`config.mk`:
```
export PLATFORM = sky130hd
export DESIGN_NAME = regfile_data_arbiter
export DESIGN_NICKNAME = d
export VERILOG_FILES = /design/src/rtl/regfile_data_arbiter.sv
export SDC_FILE = /design/constraint.sdc
export NUM_CORES = 1
export LEC_CHECK = 0
export BUFFER_PORTS_ARGS = -buffer_cell sky130_fd_sc_hd__buf_4
export CORE_MARGIN = 2
export CORE_UTILIZATION = 42
export DETAILED_ROUTE_END_ITERATION = 6
export PLACE_DENSITY_LB_ADDON = 0.15
export SLEW_MARGIN = 20
export SYNTH_ARGS = -nofsm -noshare
export SYNTH_HDL_FRONTEND = slang
export SYNTH_SLANG_ARGS = --single-unit
```
`constraint.sdc`:
```
create_clock -name clk -period 1.4 [get_ports clk]
set_input_delay 0.07 -clock clk [delete_from_list [all_inputs] [get_ports clk]]
set_output_delay 0.07 -clock clk [all_outputs]
set_load 0.03 [all_outputs]
```
`src/rtl/regfile_data_arbiter.sv`:
```
// Round-robin arbiter between two requesters on a single-port register file.
// A two-stage read tag pipeline routes returned data; a clear engine zero-fills all entries.
module regfile_data_arbiter #(
    parameter int DATA_WIDTH = 16,
    parameter int ADDR_WIDTH = 4
) (
    input  logic                  clk,
    input  logic                  rst_n,
    input  logic                  a_valid,
    input  logic                  a_write,
    input  logic [ADDR_WIDTH-1:0] a_addr,
    input  logic [DATA_WIDTH-1:0] a_wdata,
    output logic                  a_ready,
    output logic                  a_rvalid,
    output logic [DATA_WIDTH-1:0] a_rdata,
    input  logic                  b_valid,
    input  logic                  b_write,
    input  logic [ADDR_WIDTH-1:0] b_addr,
    input  logic [DATA_WIDTH-1:0] b_wdata,
    output logic                  b_ready,
    output logic                  b_rvalid,
    output logic [DATA_WIDTH-1:0] b_rdata,
    input  logic                  clear_start,
    output logic                  clear_busy,
    output logic                  clear_done,
    output logic [ADDR_WIDTH-1:0] rf_address,
    output logic [DATA_WIDTH-1:0] rf_data_in,
    output logic                  rf_mode,
    input  logic [DATA_WIDTH-1:0] rf_data_out
);

    typedef enum logic {ARB = 1'b0, CLEAR = 1'b1} state_e;

    localparam logic [ADDR_WIDTH-1:0] LAST = '1;

    state_e                state_q, state_d;
    logic                  ptr_q, ptr_d;
    logic [ADDR_WIDTH-1:0] cnt_q, cnt_d;
    logic [ADDR_WIDTH-1:0] rf_address_q, rf_address_d;
    logic [DATA_WIDTH-1:0] rf_data_in_q, rf_data_in_d;
    logic                  rf_mode_q, rf_mode_d;
    logic                  clear_done_q, clear_done_d;
    logic                  tag0_v_q, tag0_v_d, tag0_p_q, tag0_p_d;
    logic                  tag1_v_q, tag1_p_q;
    logic                  a_rvalid_q, a_rvalid_d, b_rvalid_q, b_rvalid_d;
    logic [DATA_WIDTH-1:0] a_rdata_q, a_rdata_d, b_rdata_q, b_rdata_d;
    logic                  a_gnt, b_gnt;

    always_ff @(posedge clk or negedge rst_n) begin
        if (!rst_n) begin
            state_q <= ARB;
        end else begin
            state_q <= state_d;
        end
    end

    always_comb begin
        state_d = state_q;
        unique case (state_q)
            ARB:     if (clear_start) state_d = CLEAR;
            CLEAR:   if (cnt_q == LAST) state_d = ARB;
            default: state_d = ARB;
        endcase
    end

    always_comb begin
        a_gnt        = 1'b0;
        b_gnt        = 1'b0;
        ptr_d        = ptr_q;
        cnt_d        = cnt_q;
        rf_address_d = rf_address_q;
        rf_data_in_d = rf_data_in_q;
        rf_mode_d    = 1'b0;
        clear_done_d = 1'b0;
        unique case (state_q)
            ARB: begin
                // ptr_q = 0 favours A, 1 favours B
                a_gnt = a_valid && (!b_valid || !ptr_q);
                b_gnt = b_valid && (!a_valid || ptr_q);
                if (a_gnt) begin
                    rf_address_d = a_addr;
                    rf_data_in_d = a_wdata;
                    rf_mode_d    = a_write;
                    ptr_d        = 1'b1;
                end else if (b_gnt) begin
                    rf_address_d = b_addr;
                    rf_data_in_d = b_wdata;
                    rf_mode_d    = b_write;
                    ptr_d        = 1'b0;
                end
            end
            CLEAR: begin
                rf_address_d = cnt_q;
                rf_data_in_d = '0;
                rf_mode_d    = 1'b1;
                cnt_d        = cnt_q + 1'b1;
                clear_done_d = (cnt_q == LAST);
            end
            default: ;
        endcase
    end

    assign tag0_v_d   = (a_gnt && !a_write) || (b_gnt && !b_write);
    assign tag0_p_d   = b_gnt;
    assign a_rvalid_d = tag1_v_q && !tag1_p_q;
    assign b_rvalid_d = tag1_v_q && tag1_p_q;
    assign a_rdata_d  = a_rvalid_d ? rf_data_out : a_rdata_q;
    assign b_rdata_d  = b_rvalid_d ? rf_data_out : b_rdata_q;

    always_ff @(posedge clk or negedge rst_n) begin
        if (!rst_n) begin
            ptr_q        <= 1'b0;
            cnt_q        <= '0;
            rf_address_q <= '0;
            rf_data_in_q <= '0;
            rf_mode_q    <= 1'b0;
            clear_done_q <= 1'b0;
            tag0_v_q     <= 1'b0;
            tag0_p_q     <= 1'b0;
            tag1_v_q     <= 1'b0;
            tag1_p_q     <= 1'b0;
            a_rvalid_q   <= 1'b0;
            b_rvalid_q   <= 1'b0;
            a_rdata_q    <= '0;
            b_rdata_q    <= '0;
        end else begin
            ptr_q        <= ptr_d;
            cnt_q        <= cnt_d;
            rf_address_q <= rf_address_d;
            rf_data_in_q <= rf_data_in_d;
            rf_mode_q    <= rf_mode_d;
            clear_done_q <= clear_done_d;
            tag0_v_q     <= tag0_v_d;
            tag0_p_q     <= tag0_p_d;
            tag1_v_q     <= tag0_v_q;
            tag1_p_q     <= tag0_p_q;
            a_rvalid_q   <= a_rvalid_d;
            b_rvalid_q   <= b_rvalid_d;
            a_rdata_q    <= a_rdata_d;
            b_rdata_q    <= b_rdata_d;
        end
    end

    // Grants are combinational, so mask them while reset is held
    assign a_ready    = a_gnt && rst_n;
    assign b_ready    = b_gnt && rst_n;
    assign a_rvalid   = a_rvalid_q;
    assign b_rvalid   = b_rvalid_q;
    assign a_rdata    = a_rdata_q;
    assign b_rdata    = b_rdata_q;
    assign clear_busy = (state_q == CLEAR);
    assign clear_done = clear_done_q;
    assign rf_address = rf_address_q;
    assign rf_data_in = rf_data_in_q;
    assign rf_mode    = rf_mode_q;

endmodule

```
After elaboration in Yosys (flattened, before gate mapping)
Cells that the tools add are included.
{ "totals": {"ff_bits": 66, "latchBits": 0, "ram_bits": 0, "rom_bits": 0, "in_bits": 63, "output_inout_bits": 59, "elab_cells": 55, "mem_count": 0} }
{ "classes": {"add_sub_neg": 1, "multipliers": 0, "div": 0, "magnitude_cmp": 0, "n_eq_ne": 2, "shift": 0, "mux": 17, "bitwise": 1, "reduce_logical": 19} }
{ "ops": {"columns": ["op", "count"], "rows": [
  ["$mux W16", 2],
  ["$pmux W16 S2", 1],
  ["$mux W1", 9],
  ["$logic_and A1 B1 Y1", 8],
  ["$mux W4", 2],
  ["$pmux W4 S2", 1],
  ["$logic_not A1 Y1", 6],
  ["$add A4 B1 Y4 const B", 1],
  ["$eq A4 B4 Y1 const B", 1],
  ["$pmux W1 S2", 2],
  ["$logic_or A1 B1 Y1", 3],
  ["$ne A3 B3 Y1 const B", 1],
  ["$reduce_and A2 Y1", 1],
  ["$reduce_bool A2 Y1", 1],
  ["$not A1 Y1", 1]
]} }

Logic depth before layout (Yosys ltp)
Gate-level depths: netlist (run 1).
{ "depth": {"depth_word": 6, "depth_mapped": 5, "ltp_nobuf": 4} }

Worst setup path after synthesis (run 1)
No wires, ideal clock.
{ "synth_path": {"path_kind": "register to output", "start": "reg state_q (netlist: clear_busy)", "end": "out b_ready", "arrival_time_ns": 1.537, "required_ns": 1.330, "path_slack_ns": -0.207, "path_stages_with_launch": 6, "path_buffers": 2, "path_cell_list": "dfrtp_1 > buf_4 > nand2b_2 > nor2_4 > buf_6 > and2_1"} }
{ "synth_between": {"elab_chain_len": 2} }
{ "synth_lines": {"columns": ["element", "line", "source"], "rows": [
  ["start: declaration", "36", "state_e state_q, state_d;"],
  ["start signal: assignment", "53", "state_q <= state_d;"],
  ["$mux W1", "75", "unique case (state_q)"],
  ["net b_gnt", "47", "logic a_gnt, b_gnt;"],
  ["$logic_and A1 B1 Y1", "146", "assign b_ready = b_gnt && rst_n;"],
  ["end: declaration", "20", "output logic b_ready,"]
]} }
The timed path passes the listed nets, and every way through them passes these cells.

Worst setup path in the final report (run 1)
{ "layout_path": {"start": "reg state_q (netlist: clear_busy)", "end": "out a_ready"} }
{ "layout_between": {"elab_chain_len": 2} }
{ "layout_lines": {"columns": ["element", "line", "source"], "rows": [
  ["$mux W1", "75", null],
  ["$logic_and A1 B1 Y1", "145", "assign a_ready = a_gnt && rst_n;"],
  ["end: declaration", "13", "output logic a_ready,"]
]} }
Every way passes these cells.

==> run_results.csv, run 1 <==
group,metric,value,unit
setup_path,worstPathArrival,1.49,ns
synth,yosys-top-cells-area,"dfrtp_1 (61%), mux2_1 (7.5%), a221o_1 (6.3%), mux2_2 (6.3%), and2_1 (3.7%)",
setup_path,r2r_end,"rf_data_in[13]",
placed_design,hpwl,4.654,mm
timing,grt_setup_unrepaired,"true",
setup_path,startpoint_type,"register",
routing,first_iter_violations,63,
routing,postRouteWirelength,7.346,mm
placed_design,globalplace.congestion,0.7716,
synth,avgSynthCellArea,14.16,um^2
clock_network,clkTransAtPathRegs,0.07,ns
hold_path,min_path_type,"input pin to register",
power_and_ir_drop,peakVddDrop,1.097,mV
setup_path,critPathCaptureType,"primary output",
synth,syn_inst,190,
hold_path,holdPathStages,3,
setup_path,worst-setup-path-type,"register to primary output",
timing,hold_viol_final,0,
clock_network,numCtsBuffers,9,
layout,post-route-util,73.53,%
placed_design,io_buffers,121,
timing,tightest_slew,0.5159,ns
global_route,grt_max_degree,27,
clock_network,clock-root-buffer,"clkbuf_8",
floorplanning,die_w,84.05,um
timing,skew,0.008368,ns
layout,area_delta_synth_final,71.50,%
synth,netlist_area,0.002691,mm^2
global_route,grt_pass1_vias,2537,
hold_path,min_to,"rf_mode",
clock_network,cts_buffer_depth,2,
layout,antenna_cells,0,
layout,num-nets-final,448,
hold_path,hold_start,"b_valid",
global_route,grt_overflow_total,0,
routing,drcViolationCount,0,
clock_network,cts.sinks,66,
timing,timing.final.ws_setup,-0.1637,ns
routing,vias,2327,
floorplanning,die_h,84.05,um
global_route,grt_use_total,21.52,%
synth,synth_seq_cells,66,
setup_path,crit_fanout,5,
synth,yosysUniqueCellTypes,32,
synth,synth_warnings,0,
routing,first_pass_iters,4,
power_and_ir_drop,power.leakage,2.239,nW
synth,yosysTopAreaCell,"dfrtp_1",
setup_path,worstRegToRegCells,5,
timing,fmax,639.5,MHz
floorplanning,design.die.area,0.007064,mm^2
flow_run,cap_viol_max_count,0,
floorplanning,rows,29,
timing,setup_viol,18,
setup_path,reg2reg_slack,-0.08,ns
status,outcome,"finished with violations",
floorplanning,start_util,42.87,%
global_route,grt_first_pass_wirelength,11.97,mm
routing,viasPerCell,4.994,
power_and_ir_drop,power_density,1837,mW/mm^2
floorplanning,ios,122,
timing,fin_crit_sh,111.7,%
routing,antenna_left,0,
synth,syn_nets,254,
synth,ys_seq_area_share,61.37,%
status,violations,"negative setup slack",
placed_design,post-place-ws,-0.08596,ns
synth,synth_top_area_share,61.37,%
clock_network,cts_tree,"built",
timing,maxSlewViolCount,0,
setup_path,rr_startpoint,"ptr_q",
timing,setup-tns-final,-1.104,ns
clock_network,h-tree-depth,3,
timing,fin_crit,1.564,ns
setup_path,crit_required,1.33,ns
global_route,antenna_found_initial,0,
floorplanning,core_area,0.006277,mm^2
routing,wl_per_cell,15.76,um
clock_network,clkLatencyLatePin,0.33,ns
timing,slew_headroom,65.50,%
layout,drive_above_1_share,46.02,%
[area by class of cell]
type,count,area [um^2]
sequential,66,1653
clock inverter,5,77.57
timing repair buffer,192,1652
multi-input combinational,112,984.7
clock buffer,11,141.4
fill,431,1662
inverter,3,11.26
tap,77,96.34
[metal layers]
| layer | track usage [%] | vias up | part of all wire [%] |
|---|---|---|---|
| met5 | 0 | - | 0 |
| met4 | 9.677 | 0 | 3.0 |
| met3 | 5.737 | 21 | 5.4 |
| met2 | 36.51 | 95 | 52 |
| met1 | 25.47 | 1135 | 40 |
| li1 | - | 1076 | - |
[cells by family after synthesis]
family | count (synthesis) | synth area share (%)
buf+inv | 12 | 2.743
xor+xnor | 3 | 0.9765
simple gates | 45 | 10.46
flops | 66 | 61.37
compound gates | 27 | 9.065
mux | 36 | 14.92
fa+ha+maj | 1 | 0.4648
[Yosys cell counts]
master	count
ha_1	1
mux2i_1	3
nor2_1	4
dfrtp_1	66
a31oi_1	1
xnor2_1	2
a211oi_1	3
nand4_1	1
xor2_1	1
a32o_1	1
a21oi_1	1
o31ai_1	4
inv_1	2
inv_2	1
buf_6	2
nand3_1	1
nor3_2	1
nand2b_1	5
nor2_4	1
a221o_1	17
and2_0	2
and2_1	16
nand3b_1	2
nor3b_4	1
nand2b_2	1
mux2_2	15
buf_2	5
and2b_4	1
nand2_1	6
nor3_1	3
mux2_1	18
buf_4	2
[layout by cell type (no fill, tap or decap), types with 2 or more instances in the layout]
cell type / n
buf_6: 4
and2_0: 2
bufinv_16: 2
buf_4: 130
mux2_2: 15
o31ai_1: 4
clkbuf_8: 10
mux2i_1: 3
a211oi_1: 3
dlygate4sd3_1: 53
nand2b_1: 5
mux2_1: 18
dfrtp_1: 65
nor2_1: 4
and2_1: 14
a221o_1: 17
xnor2_1: 2
buf_12: 3
inv_1: 2
nand2_1: 5
clkinv_2: 2
nor3_1: 3
nand3b_1: 2
and2_4: 2
[stage by stage]
step / area (um^2) / total power [mW] / hold slack, ns / cells
detailed placement: 3760 / 6.511 / -0.01993 / 391
global placement: 3760 / 6.434 / -0.02127 / 391
finish: 4616 / 8.478 / 0.04162 / 466
CTS: 4569 / 8.494 / 0.01581 / 465
global route: 4616 / 8.908 / 0.03961 / 466
floorplan: 2706 / 5.088 / -0.2256 / 190
[power by group]
group          total (mW)  internal, mW  switching (mW)
combinational        3.75          1.72            2.03
sequential           2.98          2.57           0.410
clock                1.75          1.05           0.707
[what timing repair did]
item,CTS,global route
setup buffers,5,0
setup endpoints to repair,18,19
hold buffers,53,0
pin swaps,2,16
endpoints found under the hold margin,91,0
gates resized for setup,6,5
gates cloned,0,1
[state kept, by name, indices dropped and copies added (netlist names)]
signal / flops
tag1_v_q: 1
a_rvalid: 1
clear_busy: 1
rf_address: 4
tag0_v_q: 1
b_rvalid: 1
cnt_q: 4
a_rdata: 16
clear_done: 1
b_rdata: 16
rf_data_in: 16
tag1_p_q: 1
rf_mode: 1
ptr_q: 1
tag0_p_q: 1
[worst max path at each step]
stage	from	end	depth (start not counted)
global route	clear_busy	a_ready	5
global placement	clear_busy	rf_data_in[15]	3
detailed placement	clear_busy	rf_data_in[13]	3
floorplan	clear_busy	rf_address[0]	5
finish	clear_busy	a_ready	5
CTS	clear_busy	a_ready	5
[worst max-delay path: stages, from the launching register on]
cell,delay [ns]
dfrtp_2,0.45
buf_6,0.14
nor3b_4,0.20
buf_6,0.13
and2_4,0.13
buf_6,0.12
Power figures use the tool's default switching activity.
==> run 2: changes to the inputs <==
--- a/config.mk
+++ b/config.mk
@@ -9,6 +9,7 @@
 export CORE_MARGIN = 2
 export CORE_UTILIZATION = 42
 export DETAILED_ROUTE_END_ITERATION = 6
+export GPL_TIMING_DRIVEN = 0
 export PLACE_DENSITY_LB_ADDON = 0.15
 export SLEW_MARGIN = 20
 export SYNTH_ARGS = -nofsm -noshare
==> run_results.csv, run 2 (synthesis gave the netlist of run 1 again) <==
group,metric,value,unit
routing,drcViolationCount,0,
layout,fillers,434,
clock_network,numCtsBuffers,9,
layout,fin_area,0.004577,mm^2
setup_path,worst-setup-path-type,"register to primary output",
routing,postRouteWirelength,7.127,mm
setup_path,startpoint_type,"register",
layout,final_common_cell,"buf_4",
setup_path,worstSetupStartpoint,"ptr_q",
global_route,antenna_found_initial,0,
placed_design,placed_cells,387,
floorplanning,ios,122,
setup_path,cp_slowest_cell,"dfrtp_1",
floorplanning,die_w,84.05,um
timing,tightest_slew,0.8241,ns
global_route,grt_overflow_total,0,
layout,area_delta_synth_final,70.06,%
clock_network,clock-root-buffer,"clkbuf_8",
global_route,grt_use_total,21.63,%
routing,vias,2281,
layout,antenna_cells,0,
status,violations,"negative hold slack, negative setup slack",
setup_path,rr_startpoint,"ptr_q",
setup_path,worstPathArrival,1.46,ns
routing,viasPerCell,4.895,
clock_network,cts_buffer_depth,2,
placed_design,dpl_cell_area,0.003704,mm^2
power_and_ir_drop,power_density,1855,mW/mm^2
timing,slew_headroom,45.06,%
power_and_ir_drop,peakVddDrop,1.139,mV
routing,wl_per_cell,15.29,um
setup_path,crit_top_cell,"buf_6",
clock_network,cts_tree,"built",
timing,skew,0.01154,ns
setup_path,path_buf_inv,2,
routing,antenna_left,0,
floorplanning,core_area,0.006277,mm^2
clock_network,clkLatencyLatePin,0.33,ns
clock_network,hold_buffers,53,
flow_run,cap_viol_max_count,0,
timing,timing.final.ws_setup,-0.1280,ns
placed_design,io_buffers,120,
timing,hold_viol_final,66,
floorplanning,design.die.area,0.007064,mm^2
clock_network,cts.sinks,66,
setup_path,crit_cells,5,
setup_path,critPathCaptureType,"primary output",
layout,final_cells,466,
placed_design,hpwl,4.318,mm
power_and_ir_drop,power.leakage,2.227,nW
setup_path,slowest_delay,0.42,ns
clock_network,clkTransAtPathRegs,0.08,ns
hold_path,min_path_type,"input pin to asynchronous set/reset pin",
setup_path,worstRegToRegCells,5,
global_route,grt_first_pass_wirelength,12.13,mm
layout,num-nets-final,448,
timing,holdWs,-0.1562,ns
floorplanning,rows,29,
global_route,grt_max_degree,69,
setup_path,crit_fanout,5,
timing,setup-tns-final,-0.8835,ns
placed_design,globalplace.congestion,0.7170,
layout,drive_above_1_share,46.79,%
layout,layout.cells.most_common_list,"buf_4 (132), dfrtp_1 (65), dlygate4sd3_1 (53)",
timing,fmax,654.4,MHz
setup_path,crit_required,1.33,ns
setup_path,critical-path-top-delay-family,"simple AND/OR/NAND/NOR gates",
layout,post-route-util,72.91,%
setup_path,worstPathCellList,"and2b_4, nor2_4, buf_6, and2_4, buf_6",
timing,maxSlewViolCount,0,
clock_network,h-tree-depth,3,
global_route,grt_pass1_vias,2504,
timing,setup_viol,10,
floorplanning,start_util,42.87,%
timing,fin_crit,1.528,ns
routing,first_pass_iters,4,
floorplanning,die_h,84.05,um
status,outcome,"finished with violations",
timing,fin_crit_sh,109.1,%
routing,first_iter_violations,84,
timing,grt_setup_unrepaired,"true",
placed_design,post-place-ws,-0.1277,ns
[run 2: changes by cell type in the layout (fill, tap and decap cells not counted), sizes merged]
| cell | previous run | this run |
|---|---|---|
| clkinv | 2 | 1 |
| clkbuf | 12 | 11 |
| buf | 138 | 139 |
| inv | 3 | 4 |
[run 2: where the power goes]
part / switching (mW) / internal (mW) / total [mW]
combinational: 2.02 / 1.66 / 3.68
clock: 0.739 / 1.11 / 1.85
sequential: 0.399 / 2.56 / 2.96
total: 3.15 / 5.34 / 8.49
[run 2: repair_timing]
action,CTS,global route
gates resized for setup,4,6
setup endpoints to repair,30,26
setup buffers,7,6
endpoints found under the hold margin,117,66
pin swaps,1,6
[run 2: final timing paths]
kind                                  endpoint  slack (ns)
worst max-delay path                   b_ready       -0.13
worst min-delay path               b_rdata[11]       -0.16
worst max register to register  rf_data_in[14]       -0.09
worst min register to register        tag1_p_q        0.35
max in group asynchronous           clear_busy        1.00
min in group clk                       rf_mode        0.05
[run 2: metal layers]
layer,wire (um),track usage (%)
met1,2923,26.81
met2,3692,36.58
met5,0,0
met3,347,4.253
met4,163,9.531
[run 2: final cells by class]
cell class | count | area [um^2] | share of cell area [%]
flip-flops and latches | 66 | 1653 | 36.11
repair buffers | 185 | 1529 | 33.41
multi-input cells | 112 | 992.2 | 21.68
clock buffers | 11 | 151.4 | 3.308
well taps | 77 | 96.34 | 2.105
clock inverters | 5 | 85.08 | 1.859
plain buffers | 7 | 58.81 | 1.285
inverters | 3 | 11.26 | 0.2460
[run 2: per-stage QoR]
stage / power, mW / hold slack, ns
floorplan: 5.088 / -0.2256
global placement: 6.387 / 0.2324
detailed placement: 6.446 / 0.2333
CTS: 8.479 / -0.1325
global route: 8.962 / -0.1005
finish: 8.489 / -0.1562
